[src/rtl/mips_pkg.sv]
// Shared encodings for the MIPS decode/execute control path: ALU operation codes,
// opcode/funct values, the control bundle carried into EX and its bubble value.
package mips_pkg;

  typedef enum logic [2:0] {
    ALU_AND  = 3'b000,
    ALU_OR   = 3'b001,
    ALU_ADD  = 3'b010,
    ALU_ZERO = 3'b011,
    ALU_ANDN = 3'b100,
    ALU_ORN  = 3'b101,
    ALU_SUB  = 3'b110,
    ALU_SLT  = 3'b111
  } alucontrol_t;

  localparam logic [5:0] OP_RTYPE = 6'b000000;
  localparam logic [5:0] OP_LW    = 6'b100011;
  localparam logic [5:0] OP_SW    = 6'b101011;
  localparam logic [5:0] OP_BEQ   = 6'b000100;
  localparam logic [5:0] OP_ADDI  = 6'b001000;
  localparam logic [5:0] OP_ANDI  = 6'b001100;
  localparam logic [5:0] OP_ORI   = 6'b001101;
  localparam logic [5:0] OP_SLTI  = 6'b001010;
  localparam logic [5:0] OP_J     = 6'b000010;

  localparam logic [5:0] FN_ADD = 6'b100000;
  localparam logic [5:0] FN_SUB = 6'b100010;
  localparam logic [5:0] FN_AND = 6'b100100;
  localparam logic [5:0] FN_OR  = 6'b100101;
  localparam logic [5:0] FN_SLT = 6'b101010;

  typedef struct packed {
    logic        regwrite;
    logic        memtoreg;
    logic        memwrite;
    logic        alusrc;
    logic        regdst;
    logic        zeroext;
    logic        branch;
    logic        jump;
    alucontrol_t alucontrol;
  } ctrl_t;

  localparam ctrl_t BUBBLE = '{
    regwrite: 1'b0, memtoreg: 1'b0, memwrite: 1'b0, alusrc: 1'b0,
    regdst: 1'b0, zeroext: 1'b0, branch: 1'b0, jump: 1'b0,
    alucontrol: ALU_ZERO
  };

  typedef struct packed {
    ctrl_t      ctrl;
    logic [4:0] rs;
    logic [4:0] rt;
    logic [4:0] rd;
    logic       valid;
    logic       illegal;
  } idex_t;

endpackage

[src/rtl/main_alu_decoder.sv]
// Combinational main + ALU decoder: maps one instruction word to the EX control
// bundle, flagging encodings this pipeline does not implement.
module main_alu_decoder
  import mips_pkg::*;
(
  input  logic [31:0] instr_i,
  output ctrl_t       ctrl_o,
  output logic        illegal_o
);

  logic [5:0] opcode;
  logic [5:0] funct;

  assign opcode = instr_i[31:26];
  assign funct  = instr_i[5:0];

  always_comb begin
    ctrl_o    = BUBBLE;
    illegal_o = 1'b0;
    case (opcode)
      OP_RTYPE: begin
        // The all-zero word is the canonical nop and must not write $0 or trap.
        if (instr_i != 32'd0) begin
          ctrl_o.regwrite = 1'b1;
          ctrl_o.regdst   = 1'b1;
          case (funct)
            FN_ADD:  ctrl_o.alucontrol = ALU_ADD;
            FN_SUB:  ctrl_o.alucontrol = ALU_SUB;
            FN_AND:  ctrl_o.alucontrol = ALU_AND;
            FN_OR:   ctrl_o.alucontrol = ALU_OR;
            FN_SLT:  ctrl_o.alucontrol = ALU_SLT;
            default: begin
              ctrl_o    = BUBBLE;
              illegal_o = 1'b1;
            end
          endcase
        end
      end
      OP_LW: begin
        ctrl_o.regwrite   = 1'b1;
        ctrl_o.alusrc     = 1'b1;
        ctrl_o.memtoreg   = 1'b1;
        ctrl_o.alucontrol = ALU_ADD;
      end
      OP_SW: begin
        ctrl_o.memwrite   = 1'b1;
        ctrl_o.alusrc     = 1'b1;
        ctrl_o.alucontrol = ALU_ADD;
      end
      OP_BEQ: begin
        ctrl_o.branch     = 1'b1;
        ctrl_o.alucontrol = ALU_SUB;
      end
      OP_ADDI, OP_ANDI, OP_ORI, OP_SLTI: begin
        ctrl_o.regwrite = 1'b1;
        ctrl_o.alusrc   = 1'b1;
        ctrl_o.zeroext  = (opcode == OP_ANDI) || (opcode == OP_ORI);
        case (opcode)
          OP_ANDI: ctrl_o.alucontrol = ALU_AND;
          OP_ORI:  ctrl_o.alucontrol = ALU_OR;
          OP_SLTI: ctrl_o.alucontrol = ALU_SLT;
          default: ctrl_o.alucontrol = ALU_ADD;
        endcase
      end
      OP_J: begin
        ctrl_o.jump       = 1'b1;
        ctrl_o.alucontrol = ALU_ADD;
      end
      default: illegal_o = 1'b1;
    endcase
  end

endmodule

[src/rtl/id_ex_ctrl_stage.sv]
// ID/EX control stage: decodes the ID instruction and registers the control into EX,
// with flush/stall handling and a saturating count of unsupported instructions.
module id_ex_ctrl_stage
  import mips_pkg::*;
#(
  parameter int INSTR_W  = 32,
  parameter int ILLCNT_W = 8
) (
  input  logic                clk,
  input  logic                reset,
  input  logic [INSTR_W-1:0]  instr_d,
  input  logic                valid_d,
  input  logic                stall_e,
  input  logic                flush_e,
  output logic                regwrite_e,
  output logic                memtoreg_e,
  output logic                memwrite_e,
  output logic                alusrc_e,
  output logic                regdst_e,
  output logic                zeroext_e,
  output logic                branch_e,
  output logic                jump_e,
  output logic [2:0]          alucontrol_e,
  output logic [4:0]          rs_e,
  output logic [4:0]          rt_e,
  output logic [4:0]          rd_e,
  output logic                valid_e,
  output logic                illegal_e,
  output logic [ILLCNT_W-1:0] illcnt
);

  localparam idex_t IDEX_BUBBLE = '{
    ctrl: BUBBLE, rs: 5'd0, rt: 5'd0, rd: 5'd0, valid: 1'b0, illegal: 1'b0
  };

  ctrl_t               dec_ctrl;
  logic                dec_illegal;
  idex_t               idex_q, idex_d;
  logic [ILLCNT_W-1:0] illcnt_q, illcnt_d;

  main_alu_decoder u_dec (
    .instr_i   (instr_d),
    .ctrl_o    (dec_ctrl),
    .illegal_o (dec_illegal)
  );

  always_comb begin
    idex_d   = idex_q;
    illcnt_d = illcnt_q;
    if (flush_e) begin
      idex_d = IDEX_BUBBLE;
    end else if (stall_e) begin
      idex_d = idex_q;
    end else if (!valid_d) begin
      idex_d = IDEX_BUBBLE;
    end else begin
      idex_d.ctrl    = dec_ctrl;
      idex_d.rs      = instr_d[25:21];
      idex_d.rt      = instr_d[20:16];
      idex_d.rd      = instr_d[15:11];
      idex_d.valid   = !dec_illegal;
      idex_d.illegal = dec_illegal;
      // Count only fresh loads, so a held illegal is never counted twice.
      if (dec_illegal && (illcnt_q != {ILLCNT_W{1'b1}})) begin
        illcnt_d = illcnt_q + 1'b1;
      end
    end
  end

  always_ff @(posedge clk) begin
    if (reset) begin
      idex_q   <= IDEX_BUBBLE;
      illcnt_q <= '0;
    end else begin
      idex_q   <= idex_d;
      illcnt_q <= illcnt_d;
    end
  end

  assign regwrite_e   = idex_q.ctrl.regwrite;
  assign memtoreg_e   = idex_q.ctrl.memtoreg;
  assign memwrite_e   = idex_q.ctrl.memwrite;
  assign alusrc_e     = idex_q.ctrl.alusrc;
  assign regdst_e     = idex_q.ctrl.regdst;
  assign zeroext_e    = idex_q.ctrl.zeroext;
  assign branch_e     = idex_q.ctrl.branch;
  assign jump_e       = idex_q.ctrl.jump;
  assign alucontrol_e = idex_q.ctrl.alucontrol;
  assign rs_e         = idex_q.rs;
  assign rt_e         = idex_q.rt;
  assign rd_e         = idex_q.rd;
  assign valid_e      = idex_q.valid;
  assign illegal_e    = idex_q.illegal;
  assign illcnt       = illcnt_q;

endmodule

[config.mk]
export PLATFORM = sky130hd
export DESIGN_NAME = id_ex_ctrl_stage
export DESIGN_NICKNAME = d
export VERILOG_FILES = /design/src/rtl/mips_pkg.sv /design/src/rtl/main_alu_decoder.sv /design/src/rtl/id_ex_ctrl_stage.sv
export SDC_FILE = /design/constraint.sdc
export NUM_CORES = 1
export LEC_CHECK = 0
export BUFFER_PORTS_ARGS = -buffer_cell sky130_fd_sc_hd__clkbuf_2
export CAP_MARGIN = 20
export CORE_MARGIN = 2
export CORE_UTILIZATION = 42
export CTS_BUF_LIST = sky130_fd_sc_hd__clkbuf_2 sky130_fd_sc_hd__clkbuf_4 sky130_fd_sc_hd__clkbuf_8
export DETAILED_ROUTE_END_ITERATION = 12
export HOLD_SLACK_MARGIN = 0.1
export PLACE_DENSITY_LB_ADDON = 0.12
export SLEW_MARGIN = 20
export SYNTH_ARGS = -nofsm -noshare
export SYNTH_HDL_FRONTEND = slang
export SYNTH_SLANG_ARGS = --single-unit
[constraint.sdc]
create_clock -name clk -period 2.2 [get_ports clk]
set_input_delay 0.33 -clock clk [delete_from_list [all_inputs] [get_ports clk]]
set_output_delay 0.33 -clock clk [all_outputs]
set_load 0.02 [all_outputs]
==> metrics.md, run 1 <==
| Metric | Value |
|---|---|
| Outcome | complete, no violations |
| Routed Antenna Nets | 0 |
| Drt first pass iters | 4 |
| Mapped Cells | 216 |
| Avg Vias per Cell | 5.46 |
| PwrDens | 565 nW/um2 |
| CTS H-Tree Depth | 2 |
| CP required | 2.37 ns |
| Row count | 24 |
| Multi-input logic area | 1040 um2 |
| Clk pwr share | 0.367 |
| Endpoints failing setup | 0 |
| WS Path Type | flip-flop to flip-flop |
| Fraction of layout cells with a size suffix above 1 | 0.338 |
| Synth area leader | dfxtp_1 |
| Vias in the first global route | 1,653 |
| Yosys top cell area share | 0.393 |
| Core Area | 4260 um2 |
| Crit. End Element | flip-flop |
| Congestion Overflow GR | 0 |
| CTS tree | yes |
| Relative slew slack | 0.574 |
| Yosys cell types | 47 |
| Max-cap viol count | 0 |
| RSZ-0062 raised after global routing | no |
| Total I/O pin count | 73 |
| Period minus WS final | 2.06 ns |
| Remaining DRCs | 0 |
| Nets | 327 |
| TritonCTS Sinks | 36 |
| Post-Route WL | 4.56 mm |
| Hold crit path type | input pin to flip-flop |
| Top area cells in the synthesized netlist | dfxtp_1 (39%), a22oi_1 (7.4%), nor2_1 (7.4%) |
| Worst-case clock buffer depth | 2 |
| Combinational Power Share | 0.136 |
| PostCTS Resize Cnt | 0 |
| EDFF count, synth | 0 |
| Hpwl dp | 3.43 mm |
| Crit-path slowest cell | dfxtp_1 |
| Clock Pin Slew Worst Setup and Hold Paths | 0.07 ns |
| Slowest stage delay, CP | 0.37 ns |
| Synthesis-stage register bit count | 36 |
| Internal power | 0.987 mW |
| CP cell instances | ha_1 -> and2_1 -> a311oi_4 -> o2111ai_4 -> a21oi_1 -> mux2_1 |
| Worst-Skew Late Latency | 0.28 ns |
| Register area | 721 um2 |
| Largest net degree at the start of global routing | 32 |
| Setup bufs post-CTS | 0 |
| Via count | 1,868 |
| Die area | 4910 um2 |
| Layout area overhead | 28.8% |
| ANT cells | 0 |
| CTS root buffer | clkbuf_8 |
| Setup TNS | 0 ns |
| Top FF cell, synth | dfxtp_1 |
| Worst setup SP type | flip-flop |
| DIE WIDTH | 70.1 um |
| Routed len/inst | 13.3 um |
| Hold Buf Count CTS | 0 |
| CP Max Fanout | 10 |
| Worst IR Drop VDD | 0.289 mV |
| Warnings from Yosys | 0 |
| P_leak | 0.984 nW |
| NetSw | 0.347 mW |
| Starting Density | 0.430 |
| Max-slew violations | 0 |
| CTS buffer count | 5 |
| Sequential share of power | 0.497 |
| Die height | 70.1 um |
| Initial antenna violation count | 0 |
| Critical Path AT | 2.23 ns |
| Tot Pwr | 1.33 mW |
| Post-synthesis cell area | 1830 um2 |
| Initial DRC Count | 126 |
| Post-synth ARST share | 0 |
| Hold Vio Cnt, Final | 0 |
| Worst Max-Slew Pin Slew | 0.637 ns |
| Avg Cell Area, Syn | 8.49 um2 |
| Layout fillers | 434 |
| Syn nets | 254 |
| GRT Total Usage | 0.185 |
| Post-synthesis sequential area ratio | 0.393 |
| IO buf count | 72 |
| Final GP Congestion | 0.868 |
| First-pass GRT wire length | 7.45 mm |
| Final worst-path cycle share | 0.938 |
| Sw Share | 0.260 |
| Setup Skew | 0.00262 ns |
| F_max | 0.485 GHz |
==> power groups by stage <==
stage | registers, mW | logic (mW) | clock network, mW
floorplan | 0.689 | 0.0913 | 0
global placement | 0.678 | 0.181 | 0
detailed placement | 0.679 | 0.180 | 0
CTS | 0.663 | 0.181 | 0.510
global route | 0.664 | 0.199 | 0.539
finish | 0.663 | 0.181 | 0.490
==> critical path, delay by kind of cell (launching register included) <==
kind | cells | cell delay, ns
muxes | 1 | 0.33
DFF | 1 | 0.37
adders and majority gates | 1 | 0.21
AOI/OAI and AO/OA | 3 | 0.84
and+or+nand+nor | 1 | 0.21
==> routing by layer <==
layer / vias up / GRT usage / wire (um)
met2: 52 / 0.296 / 2050
met5: - / 0 / 0
met3: 2 / 0.0548 / 270
met1: 877 / 0.246 / 2220
li1: 937 / - / -
met4: 0 / 0.0427 / 20
==> cell usage in the layout, fill, tap and decap left out, drive strengths merged, types with 2 or more instances in the layout <==
cell type | netlist | final
nand2b | 5 | 5
nor2 | 36 | 36
a21boi | 2 | 2
o2111ai | 2 | 2
a21oi | 18 | 18
nand4 | 5 | 5
buf | 3 | 9
nand3 | 8 | 8
and2 | 4 | 4
clkbuf | 12 | 78
inv | 3 | 4
a22oi | 18 | 18
nand4b | 2 | 2
a31oi | 2 | 2
nor2b | 9 | 9
a21o | 2 | 2
o21ai | 5 | 5
nand2 | 6 | 6
o211ai | 2 | 2
nor4 | 9 | 9
nor3 | 3 | 3
dfxtp | 36 | 36
mux2 | 6 | 6
==> metrics by stage <==
stage / hold slack [ns] / utilization / setup slack [ns] / instances / cell area (um2)
finish: 0.300 / 0.554 / 0.136 / 342 / 2360
global route: 0.302 / 0.554 / 0.0243 / 342 / 2360
CTS: 0.292 / 0.553 / 0.126 / 342 / 2360
detailed placement: 0.462 / 0.531 / 0.132 / 334 / 2260
global placement: 0.456 / 0.531 / 0.194 / 334 / 2260
floorplan: 0.461 / - / 0.175 / 216 / 1830
==> worst paths after layout <==
kind | endpoint | cells after the start | start | slack [ns]
worst max-delay path | illcnt[7]$_SDFFE_PP0P_ | 6 | illcnt[1]$_SDFFE_PP0P_ | 0.14
worst min-delay path | rt_e[1]$_SDFFE_PP0N_ | 3 | instr_d[17] | 0.30
worst max register to register | illcnt[7]$_SDFFE_PP0P_ | 6 | illcnt[1]$_SDFFE_PP0P_ | 0.14
worst min register to register | alusrc_e$_SDFFE_PP0N_ | 2 | alusrc_e$_SDFFE_PP0N_ | 0.47
==> Yosys cell counts, types with 2 or more instances <==
library cell	n
a21o_1	2
a21oi_1	18
a22oi_1	18
a31oi_1	2
and2_1	4
buf_1	2
clkbuf_1	12
dfxtp_1	36
inv_1	3
mux2_1	6
nand2_1	6
nand2b_1	5
nand3_1	8
nand4_1	5
nand4b_1	2
nor2_1	36
nor2b_1	9
nor3_1	3
nor4_1	8
o211ai_1	2
o21ai_0	3
==> sequential cells by signal, indices dropped and copies added (netlist names), 3 cells and up <==
register,flops
illcnt,8
alucontrol_e,3
rt_e,5
rs_e,5
rd_e,5
==> cell families (layout without fill, tap and decap cells) <==
family	count (synthesis)	in the layout	synth area share
XOR/XNOR	1	1	0.00478
AND/OR/NAND/NOR	95	95	0.280
flip-flops	36	36	0.393
adder cells (fa/ha/maj)	1	1	0.00682
multiplexers	6	6	0.0369
buffers and inverters	18	92	0.0410
AO/OA/AOI/OAI	59	59	0.238
==> layout make-up <==
cell class              instances  share of cell area
clock buffers                   6              0.0350
multi-input cells             162               0.440
well taps                      52              0.0276
clock inverters                 2             0.00583
repair buffers                 81               0.181
flip-flops and latches         36               0.305
inverters                       3             0.00477
No activity file was read; power rests on OpenSTA's default activity.
==> run 2, diff against run 1 <==
CORE_UTILIZATION = 40   (was 42)
==> run 2 against run 1 <==
  * Final area decreased by 0.95%
  * Cell count decreased by 0.58%
  * Sequential power about the same
  * Setup slack improved by 0.015 ns
  * First-iteration DRC count decreased by 16%
  * Via count decreased by 1.4%
  * Core utilization decreased by 2.0 points
  * Fmax increased by 0.72%
  * Combinational power about the same
  * Sequential share of layout area increased by 0.29 points
  * Worst hold slack got worse by 0.0028 ns
  * Clock skew decreased by 0.00058 ns
  * Critical path type unchanged
  * Critical endpoint is now illcnt[5]$_SDFFE_PP0P_
==> metrics.md, run 2 (same netlist as run 1, synthesis figures left out) <==
| Metric | Value |
|---|---|
| Worst IR Drop VDD | 0.306 mV (+6.1%) |
| Worst-Skew Late Latency | 0.28 ns (about the same) |
| Remaining DRCs | 0 (unchanged) |
| Max-cap viol count | 0 (unchanged) |
| ANT cells | 0 (unchanged) |
| Vias in the first global route | 1,643 (-0.60%) |
| Row count | 24 (unchanged) |
| Worst setup SP type | flip-flop |
| Hold path start | instr_d[13] |
| Layout area overhead | 27.6% |
| Hold crit path type | input pin to flip-flop |
| GRT Total Usage | 0.185 (-0.000353) |
| Fin util | 0.533 (-0.0203) |
| Crit-path slowest cell | dfxtp_1 |
| Hpwl dp | 3.46 mm (+1.0%) |
| Initial DRC Count | 106 (-16%) |
| Reg-to-reg critical path startpoint | illcnt[0]$_SDFFE_PP0P_ |
| Endpoints failing setup | 0 (unchanged) |
| Crit path buffers/inverters | 0 (unchanged) |
| IO buf count | 72 (unchanged) |
| Leading cell types in the layout, fill and taps excluded | clkbuf_2 (72), nor2_1 (36), dfxtp_1 (36) |
| PostCTS Resize Cnt | 0 (unchanged) |
| RSZ-0062 raised after global routing | no |
| Worst-case clock buffer depth | 2 (unchanged) |
| Relative slew slack | 0.549 (-0.0243) |
| DIE WIDTH | 71.7 um (+2.3%) |
| Highest metal used | met4 |
| Setup bufs post-CTS | 0 (unchanged) |
| Outcome | complete, no violations |
| Period minus WS final | 2.05 ns (-0.0148 ns) |
| CP startpoint | illcnt[0]$_SDFFE_PP0P_ |
| TritonCTS Sinks | 36 (unchanged) |
| P_leak | 0.971 nW (-1.3%) |
| CTS buffer count | 5 (unchanged) |
| Clock Pin Slew Worst Setup and Hold Paths | 0.07 ns (about the same) |
| CTS tree | yes |
| Largest register FFs | 8 (unchanged) |
| First-pass GRT wire length | 7.70 mm (+3.4%) |
| Congestion Overflow GR | 0 (unchanged) |
| CTS root buffer | clkbuf_8 |
| Layout fillers | 437 (+0.69%) |
| Multi-input logic area | 1040 um2 (unchanged) |
| WL met3 | 292 um (+8.1%) |
| Avg Vias per Cell | 5.42 (-0.81%) |
| Final worst-path cycle share | 0.931 (-0.00675) |
| Final hold slack | 0.297 ns (-0.00284 ns) |
| Register area | 721 um2 (unchanged) |
| Setup TNS | 0 ns (unchanged) |
| WS Path Type | flip-flop to flip-flop |
| Initial antenna violation count | 0 (unchanged) |
| PnR worst setup slack | 0.151 ns (+0.0148 ns) |
| Via count | 1,842 (-1.4%) |
| Critical Path AT | 2.22 ns (about the same) |
| Starting Density | 0.418 (-0.0118) |
| Met2 Wirelength | 2.15 mm (+4.9%) |
| Pre-CTS setup slack | 0.0905 ns (-0.0417 ns) |
| Crit. End Element | flip-flop |
| Hold Vio Cnt, Final | 0 (unchanged) |
| Hold Buf Count CTS | 0 (unchanged) |
| Drt first pass iters | 4 (unchanged) |
| Core Area | 4380 um2 (+2.8%) |
| PwrDens | 551 nW/um2 (-2.4%) |
| Largest net degree at the start of global routing | 32 (unchanged) |
| Routed Antenna Nets | 0 (unchanged) |
| Fraction of layout cells with a size suffix above 1 | 0.333 (-0.00460) |
| Final instance area | 2340 um2 (-0.95%) |
| Placed inst area | 2250 um2 (-0.66%) |
| Final GP Congestion | 0.787 (-9.4%) |
| Post-Route WL | 4.71 mm (+3.3%) |
| Die height | 71.7 um (+2.3%) |
| Nets | 326 (-0.31%) |
| CP required | 2.37 ns (about the same) |
| CTS H-Tree Depth | 2 (unchanged) |
| Total I/O pin count | 73 (unchanged) |
| CP Max Fanout | 10 (unchanged) |
| Die area | 5140 um2 (+4.7%) |
| Max-slew violations | 0 (unchanged) |
| CP top delay family | compound AO/OA/AOI/OAI gates |
| F_max | 0.488 GHz (+0.72%) |
| Commonest non-fill, non-tap cell in the layout | clkbuf_2 |
| Routed len/inst | 13.9 um (+3.9%) |
| CP cell instances | ha_1 -> and2_1 -> a311oi_4 -> o21ai_2 -> a21oi_1 -> mux2_1 |
| Setup Skew | 0.00204 ns (-0.000580 ns) |
| Worst Max-Slew Pin Slew | 0.673 ns (+0.0363 ns) |
| Slowest stage delay, CP | 0.37 ns (about the same) |
| Met1 Wirelength | 2.23 mm (+0.50%) |
run 2: routing by layer:
layer	vias up	track usage
li1	930	-
met1	851	0.260
met2	55	0.284
met3	6	0.0478
met4	0	0.0440
met5	-	0
run 2: power breakdown:
part | switching, mW | leakage, nW | internal (mW)
clock network | 0.219 | 0.0445 | 0.227
logic | 0.109 | 0.636 | 0.0696
registers | 0.00539 | 0.291 | 0.660
run 2: area by class of cell:
| type | count | area share |
|---|---|---|
| flip-flops and latches | 36 | 0.308 |
| clock buffers | 6 | 0.0326 |
| clock inverters | 1 | 0.00214 |
| well taps | 52 | 0.0278 |
| multi-input cells | 162 | 0.445 |
| repair buffers | 80 | 0.180 |
| inverters | 3 | 0.00482 |
run 2: final timing paths:
check / endpoint / slack, ns / cells past startpoint
worst min-delay path: rd_e[2]$_SDFFE_PP0N_ / 0.30 / 3
worst min register to register: alucontrol_e[2]$_SDFFE_PP0N_ / 0.46 / 2
worst max-delay path: illcnt[5]$_SDFFE_PP0P_ / 0.15 / 6
worst max register to register: illcnt[5]$_SDFFE_PP0P_ / 0.15 / 6
run 2: tightest hold or removal path: cells and delay by family:
family                 cells  cell delay (ns)
buffers and inverters      1             0.09
AND/OR/NAND/NOR            1             0.07
AO/OA/AOI/OAI              1             0.05
run 2: through the flow:
stage,total power [mW],instances
after floorplan,0.780,216
after global placement,0.857,332
after detailed placement,0.857,332
after CTS,1.30,339
after global routing,1.35,340
final,1.29,340
==> run 3, diff against run 2 <==
CORE_UTILIZATION = 30   (was 40)
HOLD_SLACK_MARGIN = 0.12   (was 0.1)
SETUP_SLACK_MARGIN = 0.05   (was not set)
==> run 3 against run 2 <==
  * Highest routed layer unchanged
  * First-iteration DRC count decreased by 16%
  * Sequential share of layout area is 0.90 points lower
  * Clock skew grew 0.010 ns
  * Non-clock buffer count up 1
  * Register-to-register slack improved by 0.03 ns
==> metrics.md, run 3 (same netlist as run 1, synthesis figures left out) <==
| Metric | Value |
|---|---|
| Crit path buffers/inverters | 0 (unchanged) |
| ANT cells | 0 (unchanged) |
| Leading cell types in the layout, fill and taps excluded | clkbuf_2 (72), nor2_1 (36), dfxtp_1 (36) |
| PnR worst setup slack | 0.179 ns (+0.0277 ns) |
| CTS buffer count | 5 (unchanged) |
| Hold Buf Count CTS | 0 (unchanged) |
| Internal power | 1.07 mW (+11%) |
| CP required | 2.38 ns (about the same) |
| Combinational Power Share | 0.126 (-0.012) |
| Worst Max-Slew Pin Slew | 0.658 ns (-0.0150 ns) |
| Core Area | 5920 um2 (+35%) |
| Remaining DRCs | 0 (unchanged) |
| Critical Path AT | 2.21 ns (about the same) |
| Hold crit path type | input pin to flip-flop |
| Pre-CTS setup slack | 0.108 ns (+0.0172 ns) |
| Row count | 28 (+17%) |
| Endpoints failing setup | 0 (unchanged) |
| Hold Vio Cnt, Final | 0 (unchanged) |
| Tot Pwr | 1.43 mW (+11%) |
| Via count | 1,864 (+1.2%) |
| GRT Total Usage | 0.152 (-0.0327) |
| Outcome | complete, no violations |
| Congestion Overflow GR | 0 (unchanged) |
| Vias in the first global route | 1,700 (+3.5%) |
| Post-Route WL | 5.04 mm (+7.1%) |
| Relative slew slack | 0.559 (+0.0101) |
| Largest net degree at the start of global routing | 32 (unchanged) |
| Crit-path slowest cell | dfxtp_1 |
| CTS root buffer | clkbuf_8 |
| Worst-Skew Late Latency | 0.29 ns (about the same) |
| RSZ-0062 raised after global routing | no |
| Drt first pass iters | 4 (unchanged) |
| Reg-to-reg critical path startpoint | illcnt[0]$_SDFFE_PP0P_ |
| Max-slew violations | 0 (unchanged) |
| Die area | 6750 um2 (+31%) |
| Period minus WS final | 2.02 ns (-0.0277 ns) |
| RR Endpoint | illcnt[4]$_SDFFE_PP0P_ |
| PwrDens | 594 nW/um2 (+7.7%) |
| CP Max Fanout | 7 (-3) |
| Initial DRC Count | 89 (-16%) |
| Routed Antenna Nets | 0 (unchanged) |
| Routed len/inst | 13.8 um (-0.26%) |
| Max-cap viol count | 0 (unchanged) |
| Hold Crit Depth | 3 (unchanged) |
| Worst setup SP type | flip-flop |
| CTS tree | yes |
| IO buf count | 72 (unchanged) |
| Reg2Reg Setup Slack | 0.18 ns (+0.03 ns) |
| Nets | 327 (+0.31%) |
| Slowest stage delay, CP | 0.37 ns (about the same) |
| Clk pwr share | 0.410 (+0.064) |
| Fraction of layout cells with a size suffix above 1 | 0.341 (+0.00805) |
| Clock Pin Slew Worst Setup and Hold Paths | 0.08 ns (about the same) |
| FF-to-FF path depth | 6 (unchanged) |
| Final GP Congestion | 0.802 (+1.9%) |
| Total I/O pin count | 73 (unchanged) |
| Avg Vias per Cell | 5.11 (-5.7%) |
| Worst IR Drop VDD | 0.191 mV (-38%) |
| P_leak | 0.985 nW (+1.4%) |
| CP top delay family | compound AO/OA/AOI/OAI gates |
| Worst-case clock buffer depth | 2 (unchanged) |
| Setup TNS | 0 ns (unchanged) |
| Sw Share | 0.255 (-0.00250) |
| Hpwl dp | 3.78 mm (+9.1%) |
| Hold path start | instr_d[13] |
| Final worst-path cycle share | 0.919 (-0.0126) |
| Crit. End Element | flip-flop |
| Layout area overhead | 31.4% |
| TritonCTS Sinks | 36 (unchanged) |
| DIE WIDTH | 82.2 um (+15%) |
| Largest register FFs | 8 (unchanged) |
| CP cell instances | ha_1 -> and2_1 -> a311oi_4 -> o2111ai_4 -> a21oi_1 -> mux2_1 |
| Commonest non-fill, non-tap cell in the layout | clkbuf_2 |
| F_max | 0.495 GHz (+1.4%) |
| Setup Skew | 0.0123 ns (+0.0102 ns) |
| Initial antenna violation count | 0 (unchanged) |
| First-pass GRT wire length | 7.94 mm (+3.1%) |
| Layout fillers | 648 (+48%) |
| Starting Density | 0.310 (-0.108) |
| WHS Endpoint | rd_e[2]$_SDFFE_PP0N_ |
| NetSw | 0.365 mW (+9.9%) |
| CTS H-Tree Depth | 2 (unchanged) |
| WS Path Type | flip-flop to flip-flop |
| Sequential share of power | 0.464 (-0.052) |
| Die height | 82.2 um (+15%) |
| Fin util | 0.407 (-0.127) |
-- run 3: changes by cell type in the layout (fill, tap and decap cells not counted), sizes merged --
cell      previous run  this run
buf                  8         9
bufinv               0         1
clkbuf              78        77
clkinvlp             0         1
-- run 3: metrics by stage --
step | hold slack, ns | cells | area [um2]
floorplan | 0.461 | 216 | 1830
global placement | 0.454 | 356 | 2280
detailed placement | 0.463 | 356 | 2280
CTS | 0.285 | 364 | 2390
global route | 0.303 | 365 | 2410
finish | 0.290 | 365 | 2410
-- run 3: layer usage --
| layer | routed length, um | global-route usage |
|---|---|---|
| met4 | 59 | 0.0600 |
| met1 | 2350 | 0.202 |
| met3 | 321 | 0.0315 |
| met2 | 2320 | 0.241 |
| met5 | 0 | 0 |
-- run 3: cell type report --
class                      instances  area, um2  area share
inverter                           3       11.3     0.00468
clock inverter                     3       42.5      0.0177
timing repair buffer              81        428       0.178
multi-input combinational        162       1040       0.433
tap                               75       93.8      0.0390
clock buffer                       5       68.8      0.0286
sequential                        36        721       0.299
-- run 3: what timing repair did --
action / 4_1_cts / 5_1_grt
setup endpoints to repair: 0 / 6
resized for setup: 0 / 1
buffers inserted: 0 / 1
-- run 3: worst min-delay path, stage by stage --
cell and delay, ns:
clkbuf_2 0.09, a22oi_1 0.06, nor2_1 0.07
-- run 3: worst max-delay path by stage --
stage	startpoint	to	slack, ns	cells after the start
floorplan	illcnt[0]$_SDFFE_PP0P_	illcnt[3]$_SDFFE_PP0P_	0.17	6
global placement	illcnt[0]$_SDFFE_PP0P_	illcnt[3]$_SDFFE_PP0P_	0.17	6
detailed placement	illcnt[0]$_SDFFE_PP0P_	illcnt[7]$_SDFFE_PP0P_	0.11	6
CTS	illcnt[0]$_SDFFE_PP0P_	illcnt[7]$_SDFFE_PP0P_	0.10	6
global route	illcnt[0]$_SDFFE_PP0P_	illcnt[6]$_SDFFE_PP0P_	0.06	6
finish	illcnt[0]$_SDFFE_PP0P_	illcnt[4]$_SDFFE_PP0P_	0.18	6
-- run 3: power by group through the flow --
stage	clock network [mW]	registers (mW)	logic (mW)
after global placement	0	0.679	0.182
final	0.586	0.664	0.180
after floorplan	0	0.689	0.0913
after global routing	0.636	0.665	0.201
after detailed placement	0	0.680	0.180
after CTS	0.612	0.664	0.181
